**config.mk**
```make
export PLATFORM = sky130hd
export DESIGN_NAME = fft_input_loader
export DESIGN_NICKNAME = d
export VERILOG_FILES = /design/src/rtl/fft_input_loader.sv
export SDC_FILE = /design/constraint.sdc
export NUM_CORES = 1
export LEC_CHECK = 0
export CAP_MARGIN = 25
export CORE_MARGIN = 10
export CORE_UTILIZATION = 40
export DETAILED_ROUTE_END_ITERATION = 12
export GPL_TIMING_DRIVEN = 0
export PLACE_DENSITY = 0.77
export SETUP_SLACK_MARGIN = 0.2
export SLEW_MARGIN = 20
export SYNTH_ARGS = -nofsm -noshare
export SYNTH_HDL_FRONTEND = slang
export SYNTH_SLANG_ARGS = --single-unit
```
**constraint.sdc**
```tcl
create_clock -name clk -period 2.5 [get_ports clk]
set_clock_uncertainty 0.2 [all_clocks]
set_input_delay 0.5 -clock clk [delete_from_list [all_inputs] [get_ports clk]]
set_output_delay 0.5 -clock clk [all_outputs]
set_load 0.02 [all_outputs]
```
**src/rtl/fft_input_loader.sv**
```systemverilog
// fft_input_loader
// Collects eight serial samples into a parallel frame for the first
// butterfly stage of an 8-point FFT. Sample k of a frame is stored in
// slot bitrev3(k), so the frame leaves in bit-reversed order.
// A sample flagged as last before the eighth one aborts the frame:
// that sample is dropped, the frame restarts and err pulses for one cycle.
//
// Ports
//   clk       : clock; all state changes on the rising edge
//   rst       : asynchronous reset, active low
//   in_data   : serial sample (WIDTH bits, two's complement)
//   in_valid  : in_data is valid
//   in_last   : sample is the last of a frame
//   in_ready  : loader accepts a sample this cycle (registered)
//   out_data  : parallel frame, slot j at [j*WIDTH +: WIDTH]
//   out_valid : out_data holds a complete frame (registered)
//   out_ready : downstream stage takes the frame
//   err       : one-cycle pulse after a short frame (registered)
module fft_input_loader #(
    parameter int WIDTH = 16,
    parameter int N     = 4
) (
    input  logic                 clk,
    input  logic                 rst,
    input  logic [WIDTH-1:0]     in_data,
    input  logic                 in_valid,
    input  logic                 in_last,
    output logic                 in_ready,
    output logic [8*WIDTH-1:0]   out_data,
    output logic                 out_valid,
    input  logic                 out_ready,
    output logic                 err
);

    // N only documents the fixed-point format shared with later stages;
    // it is folded in here so it is referenced without affecting anything.
    localparam int SLOTS = 8 + (N - N);

    typedef enum logic [0:0] {
        LOAD = 1'b0,
        HOLD = 1'b1
    } state_t;

    state_t                        state_r;
    state_t                        state_s;
    logic   [2:0]                  cnt_r;
    logic   [SLOTS-1:0][WIDTH-1:0] slot_r;
    logic                          in_ready_r;
    logic                          out_valid_r;
    logic                          err_r;
    logic                          accept_s;
    logic                          short_s;
    logic                          store_s;

    // Bit-reversed slot index for a 3-bit sample position.
    function automatic logic [2:0] bitrev3(input logic [2:0] k);
        return {k[0], k[1], k[2]};
    endfunction

    // Handshake decode and next-state selection.
    always_comb begin
        state_s  = state_r;
        accept_s = (state_r == LOAD) && in_valid && in_ready_r;
        short_s  = accept_s && in_last && (cnt_r != 3'd7);
        store_s  = accept_s && !short_s;
        case (state_r)
            LOAD: begin
                if (store_s && (cnt_r == 3'd7)) begin
                    state_s = HOLD;
                end else begin
                    state_s = LOAD;
                end
            end
            HOLD: begin
                if (out_valid_r && out_ready) begin
                    state_s = LOAD;
                end else begin
                    state_s = HOLD;
                end
            end
            default: begin
                state_s = LOAD;
            end
        endcase
    end

    // State, counter and registered handshake/error outputs. in_ready is
    // derived from the next state so it rises on the first edge after reset.
    always_ff @(posedge clk or negedge rst) begin
        if (!rst) begin
            state_r     <= LOAD;
            cnt_r       <= 3'd0;
            in_ready_r  <= 1'b0;
            out_valid_r <= 1'b0;
            err_r       <= 1'b0;
        end else begin
            state_r     <= state_s;
            in_ready_r  <= (state_s == LOAD);
            out_valid_r <= (state_s == HOLD);
            err_r       <= short_s;
            if (short_s) begin
                cnt_r <= 3'd0;
            end else if (store_s) begin
                cnt_r <= cnt_r + 3'd1;   // wraps to 0 after sample 7
            end
        end
    end

    // Slot storage; an aborted frame leaves stale slots that the next
    // frame overwrites completely before out_valid can rise.
    always_ff @(posedge clk or negedge rst) begin
        if (!rst) begin
            slot_r <= '0;
        end else if (store_s) begin
            slot_r[bitrev3(cnt_r)] <= in_data;
        end
    end

    assign out_data  = slot_r;
    assign in_ready  = in_ready_r;
    assign out_valid = out_valid_r;
    assign err       = err_r;

endmodule

```
==> metrics list <==
- Clock Latency Late Sink: 0.42 ns
- In the post-synthesis netlist, the cell with the most instances is sky130_fd_sc_hd__dfrtp_1.
- Count of antenna diodes in the layout: 0
- Number of nets at the end of the flow: 511
- Number of distinct library cells after synthesis: 27
- Post-layout minimum cycle time: 2.21 ns
- The critical path is of the flip-flop to flip-flop type.
- In this run the power density over the cells is 1310 nW/µm².
- The final-report max-slew violation count came to 0.
* Startpoint of the most critical register-to-register path: cnt_r[1]
- Worst R2R Path Depth: 7
- Upper clock frequency limit: 452 MHz
* TritonCTS clock tree: yes
* Top cells by area in the synthesized netlist: sky130_fd_sc_hd__dfrtp_1 (63%), sky130_fd_sc_hd__mux2_2 (20%), sky130_fd_sc_hd__mux2_4 (8.5%), sky130_fd_sc_hd__ha_1 (1.4%), sky130_fd_sc_hd__buf_6 (1.3%)
- The clock passes through at most 2 buffers.
- Number of global-route vias before repair: 3600
- Initial Utilization: 0.405
- Across all register-to-register paths, the minimum setup slack is 0.29 ns.
- For this run, the total global-route usage over all layers was measured as 0.155.
- I/O Pins: 152
- During synthesis, Yosys emitted a total of 0 warnings.
* Hold path start: out_data[117]
- Pin count of the biggest net entering global routing: 106
- Synth Cell Area: 5320 µm²
- Setup violations remaining at the end of the flow were counted as 0.
- Synth Net Count: 335
- Post-DP HPWL: 9790 µm
- Final setup TNS: 0 ns
* Row Count: 42
- Worst slew slack as a fraction of its limit: 0.625
* Layout Cell Area excl Fill: 7790 µm²
- Leading area contributor after synthesis: sky130_fd_sc_hd__dfrtp_1
- Ratio of cells with drive above 1 in the final layout: 0.366
* Syn-to-layout area delta: 46.5%
- Register area: 3350 µm²
* Status: completed
- The worst setup path is captured at a flip-flop.
- STA classifies the critical path startpoint as a flip-flop.
- Count of input and output buffers: 151
- #FFs+latches synth: 134
* Highest fanout seen on the critical path: 10
- Dividing the detail-routed via count by the number of cells gives 4.94.
- Htree depth: 4
- For this run, design rule violations remaining after detail routing come to 0.
- Detailed routing inserted a total of 3313 vias.
* Placed Area: 7080 µm²
* Capture instance of the worst register-to-register path: out_data[44]
- Of the post-synthesis cell area, the dominant cell type holds 0.630.
- Synthesized area divided by synthesized cell count: 17.3 µm²
- The floorplan step set the die height to 135 µm.
- Clk Tree Root Cell: sky130_fd_sc_hd__clkbuf_16
- At the end of routability-driven placement, the weighted congestion stood at 0.733.
- Final hold analysis gives a worst-case slack of 0.301 ns.
- Num CTS Buffers: 17
- In this run, the number of DRC markers left after iteration 0 of detailed routing was 147.
* Die Area: 18300 µm²
- In this run, synthesis inferred 0 flip-flops with an integrated enable.
* Antenna Nets Post-Route: 0
- Setup repair after global routing left no endpoint under its margin.
- For this run, the register share of the synthesized area comes to 0.630.
* Syn Inst Count: 308
- Hold Vio Cnt, Final: 0
- Hold Crit Endpoint: out_data[117]
- The layout has 1034 filler cells.
* Remaining Overflow, GRT: 0
- Async SR Flop Fraction: 1.00
- After clock tree synthesis, the clock-pin slew on the worst setup and hold paths is 0.05 ns.
- Of the available clock period, the critical path in the final layout requires 0.885.
- Ranked by instance count, the synthesized netlist is headed by sky130_fd_sc_hd__dfrtp_1 (134), sky130_fd_sc_hd__mux2_2 (96), sky130_fd_sc_hd__mux2_4 (30), sky130_fd_sc_hd__buf_6 (6), sky130_fd_sc_hd__ha_1 (6).
- The number of antenna violations at the first check in global routing came to 0.
- After detailed routing, the total wire length is 14000 µm.
- Counting every sink on the clock net gives 134.
* Worst supply voltage drop on vdd: 0.696 mV
- Data required time at the worst endpoint: 2.60 ns
* Worst setup path startpoint: cnt_r[1]
* Worst hold path class: flip-flop to flip-flop
- Average wire length per cell after detail routing: 20.9 µm
- For this run, the detailed router's first-pass iteration total came to 4.
* Transition time at the pin with the least slew margin: 0.562 ns
- For this run, the leading register cell type out of synthesis is sky130_fd_sc_hd__dfrtp_1.
* Std-Cell Core Area: 13100 µm²
* Area used by multi-input combinational logic: 1830 µm²
* Die X: 135 µm
* Hold-critical path depth: 1
- Reported max-cap violation count: 0
* Wire length of the first global-routing pass: 21400 µm
- Static Leak: 3.50 nW
- WP data arrival: 2.31 ns
## cells by family (layout without fill, tap and decap cells)
family	Yosys count	after routing	share of synthesized area
AO/OA/AOI/OAI	5	5	0.00518
adder cells (fa/ha/maj)	6	6	0.0141
buffers and inverters	16	203	0.0292
flip-flops	134	134	0.630
multiplexers	128	128	0.292
AND/OR/NAND/NOR	19	19	0.0289
## worst max-delay path: stages (launching register included)
cell and delay (ns):
sky130_fd_sc_hd__dfrtp_1 0.38, sky130_fd_sc_hd__ha_1 0.20, sky130_fd_sc_hd__ha_1 0.22, sky130_fd_sc_hd__nand2b_4 0.19, sky130_fd_sc_hd__and4_4 0.23, sky130_fd_sc_hd__buf_6 0.15, sky130_fd_sc_hd__buf_8 0.19, sky130_fd_sc_hd__mux2_4 0.32
## through the flow
| step | worst slack (ns) | cells | util | power, W |
|---|---|---|---|---|
| after CTS | 0.208 | 667 | 0.590 | 0.0103 |
| final | 0.288 | 671 | 0.593 | 0.0102 |
| after global placement | -4.30 | 635 | 0.537 | 0.00747 |
| after detailed placement | -0.374 | 636 | 0.539 | 0.00756 |
| after global routing | 0.210 | 671 | 0.593 | 0.0106 |
| after floorplan | 0.372 | 308 | - | 0.00541 |
## what timing repair did
action / in CTS / in global routing
setup buffers: 0 / 4
setup endpoints to repair: 76 / 71
gates resized for setup: 5 / 3
hold buffers: 1 / 0
endpoints found under the hold margin: 29 / 0
pin swaps: 2 / 3
## state kept, by name (all words and copies together), names as in the netlist
signal	cells
cnt_r	3
err	1
in_ready	1
out_data	128
out_valid	1
## worst max-delay path by stage
stage          cells after the start  slack [ns]      endpoint
2_1_floorplan                      7        0.37  out_data[10]
3_3_place_gp                       1       -4.30  out_data[34]
3_5_place_dp                       5       -0.37  out_data[59]
4_1_cts                            7        0.21  out_data[73]
5_1_grt                            7        0.21  out_data[44]
6_report                           7        0.29  out_data[44]
## metal layers
metal,part of all wire,GRT usage,vias to the layer above
met5,0,0,-
met3,0.10,0.0734,21
met1,0.41,0.180,1709
met4,0.017,0.0550,0
li1,-,-,1448
met2,0.47,0.246,135
## cell usage in the layout, fill, tap and decap left out, types with 2 or more instances in the layout
cell type                         synthesis  final
sky130_fd_sc_hd__o21ai_0                  4      4
sky130_fd_sc_hd__buf_12                   2      2
sky130_fd_sc_hd__dfrtp_1                134    134
sky130_fd_sc_hd__nand3_1                  2      2
sky130_fd_sc_hd__clkbuf_1                 0      2
sky130_fd_sc_hd__clkinv_2                 0      2
sky130_fd_sc_hd__ha_1                     6      6
sky130_fd_sc_hd__buf_6                    6      7
sky130_fd_sc_hd__bufinv_16                0      5
sky130_fd_sc_hd__mux2_1                   2      2
sky130_fd_sc_hd__clkbuf_16                0     17
sky130_fd_sc_hd__clkdlybuf4s50_1          0    150
sky130_fd_sc_hd__and4_1                   2      2
sky130_fd_sc_hd__buf_4                    1      5
sky130_fd_sc_hd__nand2_1                  3      3
sky130_fd_sc_hd__clkbuf_8                 0      2
sky130_fd_sc_hd__nor3_4                   1      3
sky130_fd_sc_hd__inv_1                    4      4
sky130_fd_sc_hd__mux2_2                  96     96
sky130_fd_sc_hd__buf_8                    1      2
sky130_fd_sc_hd__clkinvlp_4               0      2
sky130_fd_sc_hd__mux2_4                  30     30
## power by group
group	switching [W]	internal [W]	leakage [nW]
clock	0.000883	0.00181	0.305
combinational	0.00183	0.00217	1.48
sequential	0.000496	0.00300	1.71
total	0.00321	0.00698	3.50
## final cells by class
class,instances,area share
Sequential cell,134,0.430
Tap cell,176,0.0283
Clock inverter,9,0.0225
Multi-Input combinational cell,158,0.235
Inverter,4,0.00193
Clock buffer,21,0.0591
Timing Repair Buffer,157,0.203
Buffer,12,0.0191
Note: power is estimated with default switching activity, not from simulation.
